**config.mk**
```make
export PLATFORM = sky130hd
export DESIGN_NAME = pcieifc_fifo_rd_stage
export DESIGN_NICKNAME = d
export VERILOG_FILES = /design/src/rtl/pcieifc_fifo_pkg.sv /design/src/rtl/pcieifc_skid_buf2.sv /design/src/rtl/pcieifc_fifo_rd_stage.sv
export SDC_FILE = /design/constraint.sdc
export NUM_CORES = 1
export LEC_CHECK = 0
export ABC_AREA = 1
export ABC_CLOCK_PERIOD_IN_PS = 5000
export CAP_MARGIN = 20
export CORE_MARGIN = 1.5
export CORE_UTILIZATION = 55
export CTS_BUF_LIST = sky130_fd_sc_hd__clkbuf_4 sky130_fd_sc_hd__clkbuf_8 sky130_fd_sc_hd__clkbuf_16
export DETAILED_ROUTE_END_ITERATION = 7
export PLACE_DENSITY = 0.83
export SKIP_CTS_REPAIR_TIMING = 1
export SYNTH_ARGS = -nofsm -noshare
export SYNTH_HDL_FRONTEND = slang
export SYNTH_SLANG_ARGS = --single-unit
```
**constraint.sdc**
```tcl
create_clock -name fifo_clk -period 5 [get_ports fifo_clk]
set_input_delay 1 -clock fifo_clk [delete_from_list [all_inputs] [get_ports fifo_clk]]
set_output_delay 1 -clock fifo_clk [all_outputs]
set_load 0.02 [all_outputs]
```
**src/rtl/pcieifc_fifo_pkg.sv**
```systemverilog
// Shared definitions for the PCIe interface async FIFO read-side logic.
// Level encoding is used by both the skid buffer and the consume-strobe logic.
package pcieifc_fifo_pkg;

    localparam int FIFO_DATA_WIDTH = 128;

    localparam logic [1:0] LVL_EMPTY = 2'd0;
    localparam logic [1:0] LVL_ONE   = 2'd1;
    localparam logic [1:0] LVL_FULL  = 2'd2;

    function automatic logic lvl_has_room(input logic [1:0] lvl);
        return (lvl != LVL_FULL);
    endfunction

endpackage

```
**src/rtl/pcieifc_skid_buf2.sv**
```systemverilog
// Two-entry valid/ready buffer with level output. Entry 0 is always the head.
// A push with the buffer full and no pop is ignored; the producer must not issue one.
module pcieifc_skid_buf2
    import pcieifc_fifo_pkg::*;
#(
    parameter int DATA_WIDTH = FIFO_DATA_WIDTH
) (
    input  logic                  i_clk,
    input  logic                  i_rst_n,
    input  logic                  i_clear,
    input  logic                  i_push,
    input  logic [DATA_WIDTH-1:0] i_push_data,
    input  logic                  i_pop_ready,
    output logic                  o_valid,
    output logic [DATA_WIDTH-1:0] o_data,
    output logic [1:0]            o_level
);

    logic [1:0]            r_level;
    logic [DATA_WIDTH-1:0] r_ent0;
    logic [DATA_WIDTH-1:0] r_ent1;

    logic                  w_pop;
    logic [1:0]            w_level_nxt;
    logic [DATA_WIDTH-1:0] w_ent0_nxt;
    logic [DATA_WIDTH-1:0] w_ent1_nxt;

    // Handshake: a word transfers on any rising edge where o_valid and i_pop_ready are both 1;
    // o_valid/o_data come straight from registers and hold until that transfer.
    assign w_pop = (r_level != LVL_EMPTY) && i_pop_ready;

    always_comb begin
        w_level_nxt = r_level;
        w_ent0_nxt  = r_ent0;
        w_ent1_nxt  = r_ent1;
        if (i_clear) begin
            w_level_nxt = LVL_EMPTY;
        end else begin
            case ({i_push, w_pop})
                2'b10: begin
                    if (r_level == LVL_EMPTY) begin
                        w_ent0_nxt  = i_push_data;
                        w_level_nxt = LVL_ONE;
                    end else if (r_level == LVL_ONE) begin
                        w_ent1_nxt  = i_push_data;
                        w_level_nxt = LVL_FULL;
                    end
                end
                2'b01: begin
                    w_ent0_nxt  = r_ent1;
                    w_level_nxt = r_level - 2'd1;
                end
                2'b11: begin
                    // Level is unchanged; the head advances and the new word fills the freed slot.
                    if (r_level == LVL_ONE) begin
                        w_ent0_nxt = i_push_data;
                    end else begin
                        w_ent0_nxt = r_ent1;
                        w_ent1_nxt = i_push_data;
                    end
                end
                default: ;
            endcase
        end
    end

    always_ff @(posedge i_clk or negedge i_rst_n) begin
        if (!i_rst_n) begin
            r_level <= LVL_EMPTY;
            r_ent0  <= '0;
            r_ent1  <= '0;
        end else begin
            r_level <= w_level_nxt;
            r_ent0  <= w_ent0_nxt;
            r_ent1  <= w_ent1_nxt;
        end
    end

    assign o_valid = (r_level != LVL_EMPTY);
    assign o_data  = r_ent0;
    assign o_level = r_level;

endmodule

```
**src/rtl/pcieifc_fifo_rd_stage.sv**
```systemverilog
// Read-side output stage of the PCIe async FIFO: turns the controller's first-word-fall-through
// head (empty flag + RAM data + consume strobe) into a registered valid/ready stream.
module pcieifc_fifo_rd_stage
    import pcieifc_fifo_pkg::*;
#(
    parameter int DATA_WIDTH = FIFO_DATA_WIDTH
) (
    input  logic                  fifo_clk,
    input  logic                  fifo_rstn,
    input  logic                  fifo_clear,
    input  logic                  fifo_empty,
    input  logic [DATA_WIDTH-1:0] fifo_rdata,
    output logic                  fifo_inc,
    output logic                  out_valid,
    output logic [DATA_WIDTH-1:0] out_data,
    input  logic                  out_ready,
    output logic [1:0]            out_level
);

    logic       r_run;
    logic [1:0] w_level;
    logic       w_inc;

    // r_run is low throughout reset, so fifo_inc drops the instant fifo_rstn asserts
    // even though fifo_empty is driven by the other block.
    always_ff @(posedge fifo_clk or negedge fifo_rstn) begin
        if (!fifo_rstn) begin
            r_run <= 1'b0;
        end else begin
            r_run <= 1'b1;
        end
    end

    // Depends only on registers (r_run, buffer level, controller's empty flag) and the flush,
    // never on out_ready; room is checked against the current level so the buffer cannot overflow.
    assign w_inc = r_run && !fifo_empty && lvl_has_room(w_level) && !fifo_clear;

    // The RAM head is valid in the same cycle as the strobe, so the word is captured directly.
    pcieifc_skid_buf2 #(
        .DATA_WIDTH (DATA_WIDTH)
    ) u_skid (
        .i_clk       (fifo_clk),
        .i_rst_n     (fifo_rstn),
        .i_clear     (fifo_clear),
        .i_push      (w_inc),
        .i_push_data (fifo_rdata),
        .i_pop_ready (out_ready),
        .o_valid     (out_valid),
        .o_data      (out_data),
        .o_level     (w_level)
    );

    assign fifo_inc  = w_inc;
    assign out_level = w_level;

endmodule

```
==> impl_metrics.json, run 1 <==
{
  "yosys_warnings": 0,
  "yosysUniqueCellTypes": 21,
  "netlist_area_um2": 15040,
  "finalSetupTns_ns": 0,
  "design.die.area_um2": 28350,
  "dieWidth_um": 168.4,
  "ios": 265,
  "drc": 0,
  "routed_wirelength_um": 46380,
  "worst-path-max-fanout": 4,
  "multi_input_area_um2": 7580,
  "p_sw_mw": 4.620,
  "comb_power_share_pct": 46.9,
  "grtUsageTotal_pct": 32.24,
  "synth_adder_area_share_pct": 0.2496,
  "powerDensity_nw_per_um2": 578.1,
  "die_h_um": 168.4,
  "gp_congestion": 0.8280,
  "dpl_cell_area_um2": 17600,
  "finalPower_mw": 10.68,
  "dp.cells": 2733,
  "drive_gt1_share_pct": 3.488,
  "dpl_worst_slack_ns": 1.446,
  "num_rows": 60,
  "rsz0062_at_grt": "false",
  "finalCritPeriodShare_pct": 68.47,
  "design.core.area_um2": 26880,
  "met2_length_um": 21550,
  "swShare_pct": 43.25,
  "syn_to_final_growth_pct": 22.87,
  "fillers": 2192,
  "p_seq_share_pct": 34.0,
  "arrival_ns": 2.42,
  "layout_commonest_cell": "nand2_1",
  "critPathCaptureType": "output port",
  "final_cells": 2782,
  "holdWs_ns": 0.4781,
  "ir_drop_mv": 0.2966,
  "via_per_inst": 5.763,
  "startpoint_type": "input port",
  "met3WireLength_um": 4471,
  "worst_slack_ns": 1.577,
  "wl_met1_um": 19080,
  "synth_xor_area_share_pct": 0,
  "synth_nets": 2408,
  "power.clock.fraction_pct": 19.1,
  "finish.utilization_pct": 68.76,
  "fin_area_um2": 18480,
  "cts_tree": "done",
  "dr.pass1.iters": 5,
  "grt_max_degree": 144,
  "cap_violations": 0,
  "dp_hpwl_um": 26490,
  "finalCriticalPeriod_ns": 3.423,
  "insertion_delay_ns": 0.54,
  "outcome": "finished clean",
  "synth_compound_area_share_pct": 9.035,
  "vias": 16030,
  "slew_headroom_pct": 24.22,
  "skew_ns": 0.01084,
  "cts_htree_levels": 1,
  "rrSetupSlack_ns": 1.83,
  "ys_seq_area_share_pct": 43.09,
  "antenna_found_initial": 7,
  "antenna_violating_nets_post_route": 0,
  "grt_pass1_vias": 15400,
  "required_ns": 4.00,
  "crit_type": "input port to output port",
  "initial_core_util_pct": 55.96,
  "fmax_mhz": 292.1,
  "cts_sinks": 259,
  "cts_max_path_buffers": 3,
  "p_leak_nw": 9.212,
  "synth_top_family_by_area": "simple AND/OR/NAND/NOR gates",
  "setup_viol": 0,
  "synth_mux_area_share_pct": 0,
  "yosys.area_share.simple_pct": 40.96,
  "wl_per_cell_um": 16.67,
  "clkTransAtPathRegs_ns": 0.06,
  "drt_iter0_markers": 1926,
  "top_layer_used": "met5",
  "grt_pass1_wl_um": 75350,
  "holdCritPathClass": "flop to flop",
  "layout_common_cells": "nand2_1, clkdlybuf4s50_1, nand3_1, dfrtp_1, o21ai_1",
  "hold_viol": 0,
  "drv_slew": 0,
  "p_int_mw": 6.062,
  "synth_seq_cells": 259,
  "clock-root-buffer": "clkbuf_16",
  "fin_nets": 2557,
  "worst_pin_slew_ns": 1.137,
  "numPortBuffers": 264,
  "avgSynthCellArea_um2": 6.619,
  "overflow": 0,
  "cts_made_buffers": 27,
  "netlist_instances": 2272,
  "seq_area_um2": 6481
}
==> worst max-delay path, cell delays in order <==
cell	delay (ns)
clkdlybuf4s50_1	0.49
nor2_4	0.18
inv_2	0.05
nor2_2	0.10
clkdlybuf4s50_1	0.61
==> metal layers <==
layer,track usage (%),up-vias
met3,5.994,108
met1,42.87,7563
met5,0,-
met4,13.66,6
met2,51.85,832
li1,-,7523
==> area by class of cell <==
| type | count | area share (%) |
|---|---|---|
| multi-input combinational | 1802 | 41.02 |
| sequential | 259 | 35.07 |
| timing repair buffer | 287 | 15.87 |
| clock buffer | 42 | 4.367 |
| tap | 341 | 2.309 |
| inverter | 44 | 0.9547 |
| clock inverter | 3 | 0.3521 |
| antenna | 4 | 0.05417 |
==> sequential cells by signal, summed over array words and instances (netlist names) <==
signal / cells
r_run: 1
u_skid.o_data: 128
u_skid.o_level: 2
u_skid.r_ent1: 128
==> cells in the mapped netlist (all sizes together) <==
cell type / count / area [um2]
dfrtp: 259 / 6481
nor2: 107 / 437.9
a21oi: 2 / 10.01
inv: 44 / 165.2
o21ai: 226 / 1131
clkbuf: 38 / 142.6
buf: 129 / 690.7
o211ai: 29 / 217.7
nand2: 1175 / 4425
nand3: 259 / 1296
ha: 3 / 37.54
conb: 1 / 3.750
==> cell families after synthesis <==
group | count (synthesis)
buf+inv | 211
flops | 259
simple gates | 1541
compound gates | 257
other cells | 1
fa+ha+maj | 3
==> final timing paths <==
kind,cells past startpoint,from,to
max,5,fifo_clear,fifo_inc
min,2,u_skid.o_data[93],u_skid.o_data[93]
max reg2reg,7,u_skid.o_level[1],u_skid.r_ent1[111]
min reg2reg,2,u_skid.o_data[93],u_skid.o_data[93]
max in group asynchronous,2,fifo_rstn,u_skid.o_data[5]
min in group asynchronous,1,fifo_rstn,u_skid.o_data[95]
==> power by group through the flow <==
stage / Sequential (mW) / Clock [mW] / Combinational (mW)
2_1_floorplan: 4.04 / 0 / 2.61
3_3_place_gp: 3.60 / 0 / 4.82
3_5_place_dp: 3.61 / 0 / 4.96
4_1_cts: 3.61 / 2.05 / 4.99
5_1_grt: 3.72 / 2.15 / 5.51
6_report: 3.63 / 2.04 / 5.01
No activity file was read; power rests on OpenSTA's default activity.
==> run 2: changes to the inputs <==
--- a/config.mk
+++ b/config.mk
@@ -6,13 +6,13 @@
 export NUM_CORES = 1
 export LEC_CHECK = 0
 export ABC_AREA = 1
-export ABC_CLOCK_PERIOD_IN_PS = 5000
+export ABC_CLOCK_PERIOD_IN_PS = 2800
 export CAP_MARGIN = 20
 export CORE_MARGIN = 1.5
-export CORE_UTILIZATION = 55
+export CORE_UTILIZATION = 49
 export CTS_BUF_LIST = sky130_fd_sc_hd__clkbuf_4 sky130_fd_sc_hd__clkbuf_8 sky130_fd_sc_hd__clkbuf_16
 export DETAILED_ROUTE_END_ITERATION = 7
-export PLACE_DENSITY = 0.83
+export PLACE_DENSITY = 0.78
 export SKIP_CTS_REPAIR_TIMING = 1
 export SYNTH_ARGS = -nofsm -noshare
 export SYNTH_HDL_FRONTEND = slang
==> constraint.sdc (replaced) <==
create_clock -name fifo_clk -period 2.8 [get_ports fifo_clk]
set_input_delay 0.56 -clock fifo_clk [delete_from_list [all_inputs] [get_ports fifo_clk]]
set_output_delay 0.56 -clock fifo_clk [all_outputs]
set_load 0.02 [all_outputs]
==> run 2 against run 1 <==
Against the previous run:
- the flow now finishes with violations (negative hold slack)
- final cell count up 2.4%
- design area up 1.8%
- count of clock-buffer cells in the layout unchanged
- total power up 79%
- worst setup slack worse by 1.4 ns
- critical path type is now flop to output port
- critical endpoint is now out_valid
- highest routed layer unchanged
==> impl_metrics.json, run 2 (same netlist as run 1, synthesis figures left out) <==
{
  "grtUsageTotal_pct": 29.15,
  "crit_type": "flop to output port",
  "antenna_found_initial": 7,
  "overflow": 0,
  "dr.pass1.iters": 5,
  "insertion_delay_ns": 0.56,
  "finalCriticalPeriod_ns": 2.622,
  "num_rows": 63,
  "finish.utilization_pct": 62.81,
  "holdCritPathClass": "input port to asynchronous set/reset pin",
  "layout_common_cells": "nand2_1, clkdlybuf4s50_1, nand3_1, dfrtp_1, o21ai_1",
  "finalPower_mw": 19.12,
  "startpoint_type": "flop",
  "cap_violations": 0,
  "holdWs_ns": -0.06709,
  "clkTransAtPathRegs_ns": 0.06,
  "slew_headroom_pct": 47.85,
  "violations": "negative hold slack",
  "antenna_violating_nets_post_route": 0,
  "routed_wirelength_um": 46310,
  "drt_iter0_markers": 1623,
  "rr_startpoint": "u_skid.o_level[0]",
  "clock-root-buffer": "clkbuf_16",
  "p_leak_nw": 9.362,
  "drv_slew": 0,
  "worst_slack_ns": 0.1776,
  "fmax_mhz": 381.3,
  "initial_core_util_pct": 50.21,
  "arrival_ns": 2.06,
  "hold_viol": 23,
  "cts_max_path_buffers": 3,
  "powerDensity_nw_per_um2": 1016,
  "rsz0062_at_grt": "false",
  "gp_congestion": 0.8352,
  "fin_nets": 2576,
  "cts_tree": "done",
  "skew_ns": 0.02167,
  "dieWidth_um": 178.2,
  "setup_viol": 0,
  "layout_commonest_cell": "nand2_1",
  "crit_start": "u_skid.o_level[0]",
  "worst-path-max-fanout": 5,
  "dp_hpwl_um": 27540,
  "worst_pin_slew_ns": 0.7822,
  "syn_to_final_growth_pct": 25.09,
  "critPathCaptureType": "output port",
  "cts_htree_levels": 1,
  "design.core.area_um2": 29950,
  "wl_per_cell_um": 16.26,
  "vias": 15860,
  "drc": 0,
  "ir_drop_mv": 0.6870,
  "grt_pass1_vias": 15370,
  "ios": 265,
  "finalCritPeriodShare_pct": 93.66,
  "die_h_um": 178.2,
  "dpl_worst_slack_ns": 0.2375,
  "required_ns": 2.24,
  "via_per_inst": 5.570,
  "drive_gt1_share_pct": 4.236,
  "numPortBuffers": 264,
  "grt_pass1_wl_um": 75360,
  "rrSetupSlack_ns": 0.61,
  "grt_max_degree": 159,
  "design.die.area_um2": 31750,
  "cts_sinks": 259,
  "cts_made_buffers": 29,
  "outcome": "finished, violations left"
}
-- run 2: changes by cell type in the layout (fill, tap and decap cells not counted), sizes merged --
| cell | before | now |
|---|---|---|
| diode | 4 | 3 |
| inv | 43 | 44 |
| bufinv | 2 | 0 |
| dlymetal6s2s | 0 | 1 |
| clkinv | 2 | 4 |
| clkdlybuf4s50 | 263 | 262 |
| buf | 24 | 41 |
-- run 2: worst paths after layout --
check | endpoint | depth (start not counted)
min in group fifo_clk | u_skid.o_data[87] | 2
worst max register to register | u_skid.o_data[110] | 9
worst min register to register | u_skid.o_data[87] | 2
max in group asynchronous | u_skid.o_data[32] | 2
worst max-delay path | out_valid | 4
worst min-delay path | u_skid.o_data[80] | 1
-- run 2: power by group --
group          leakage (nW)  switching (mW)  internal (mW)
logic                  5.58            5.58           3.50
registers              3.33            1.13           5.31
clock network         0.446            1.53           2.09
-- run 2: per-stage QoR --
| step | hold WS, ns | instance area (um2) | std cells | TNS, ns |
|---|---|---|---|---|
| final | -0.06709 | 18810 | 2848 | 0 |
| after global routing | -0.01024 | 18810 | 2847 | 0 |
| after CTS | -0.02219 | 18800 | 2845 | -0.09036 |
| after detailed placement | 0.4636 | 17920 | 2799 | 0 |
| after global placement | 0.4606 | 17920 | 2799 | 0 |
| after floorplan | 0.2644 | 15040 | 2272 | 0 |
-- run 2: area by class of cell --
type | instances | area [um2]
fillers | 2636 | 11140
multi-input cells | 1802 | 7580
flip-flops and latches | 259 | 6482
repair buffers | 304 | 3201
clock buffers | 42 | 854.6
well taps | 390 | 488.0
inverters | 44 | 176.4
clock inverters | 4 | 23.77
diodes | 3 | 7.507
-- run 2: worst max-delay path, cell delays in order (launching register included) --
cell             delay [ns]
dfrtp_2                0.42
inv_1                  0.09
ha_1                   0.24
inv_2                  0.12
clkdlybuf4s50_1        0.62
-- run 2: per-layer routing --
layer / track usage, % / wire (um)
met5: 0 / 69
met4: 12.19 / 1311
met3: 5.946 / 4359
met2: 48.85 / 21900
met1: 36.63 / 18670
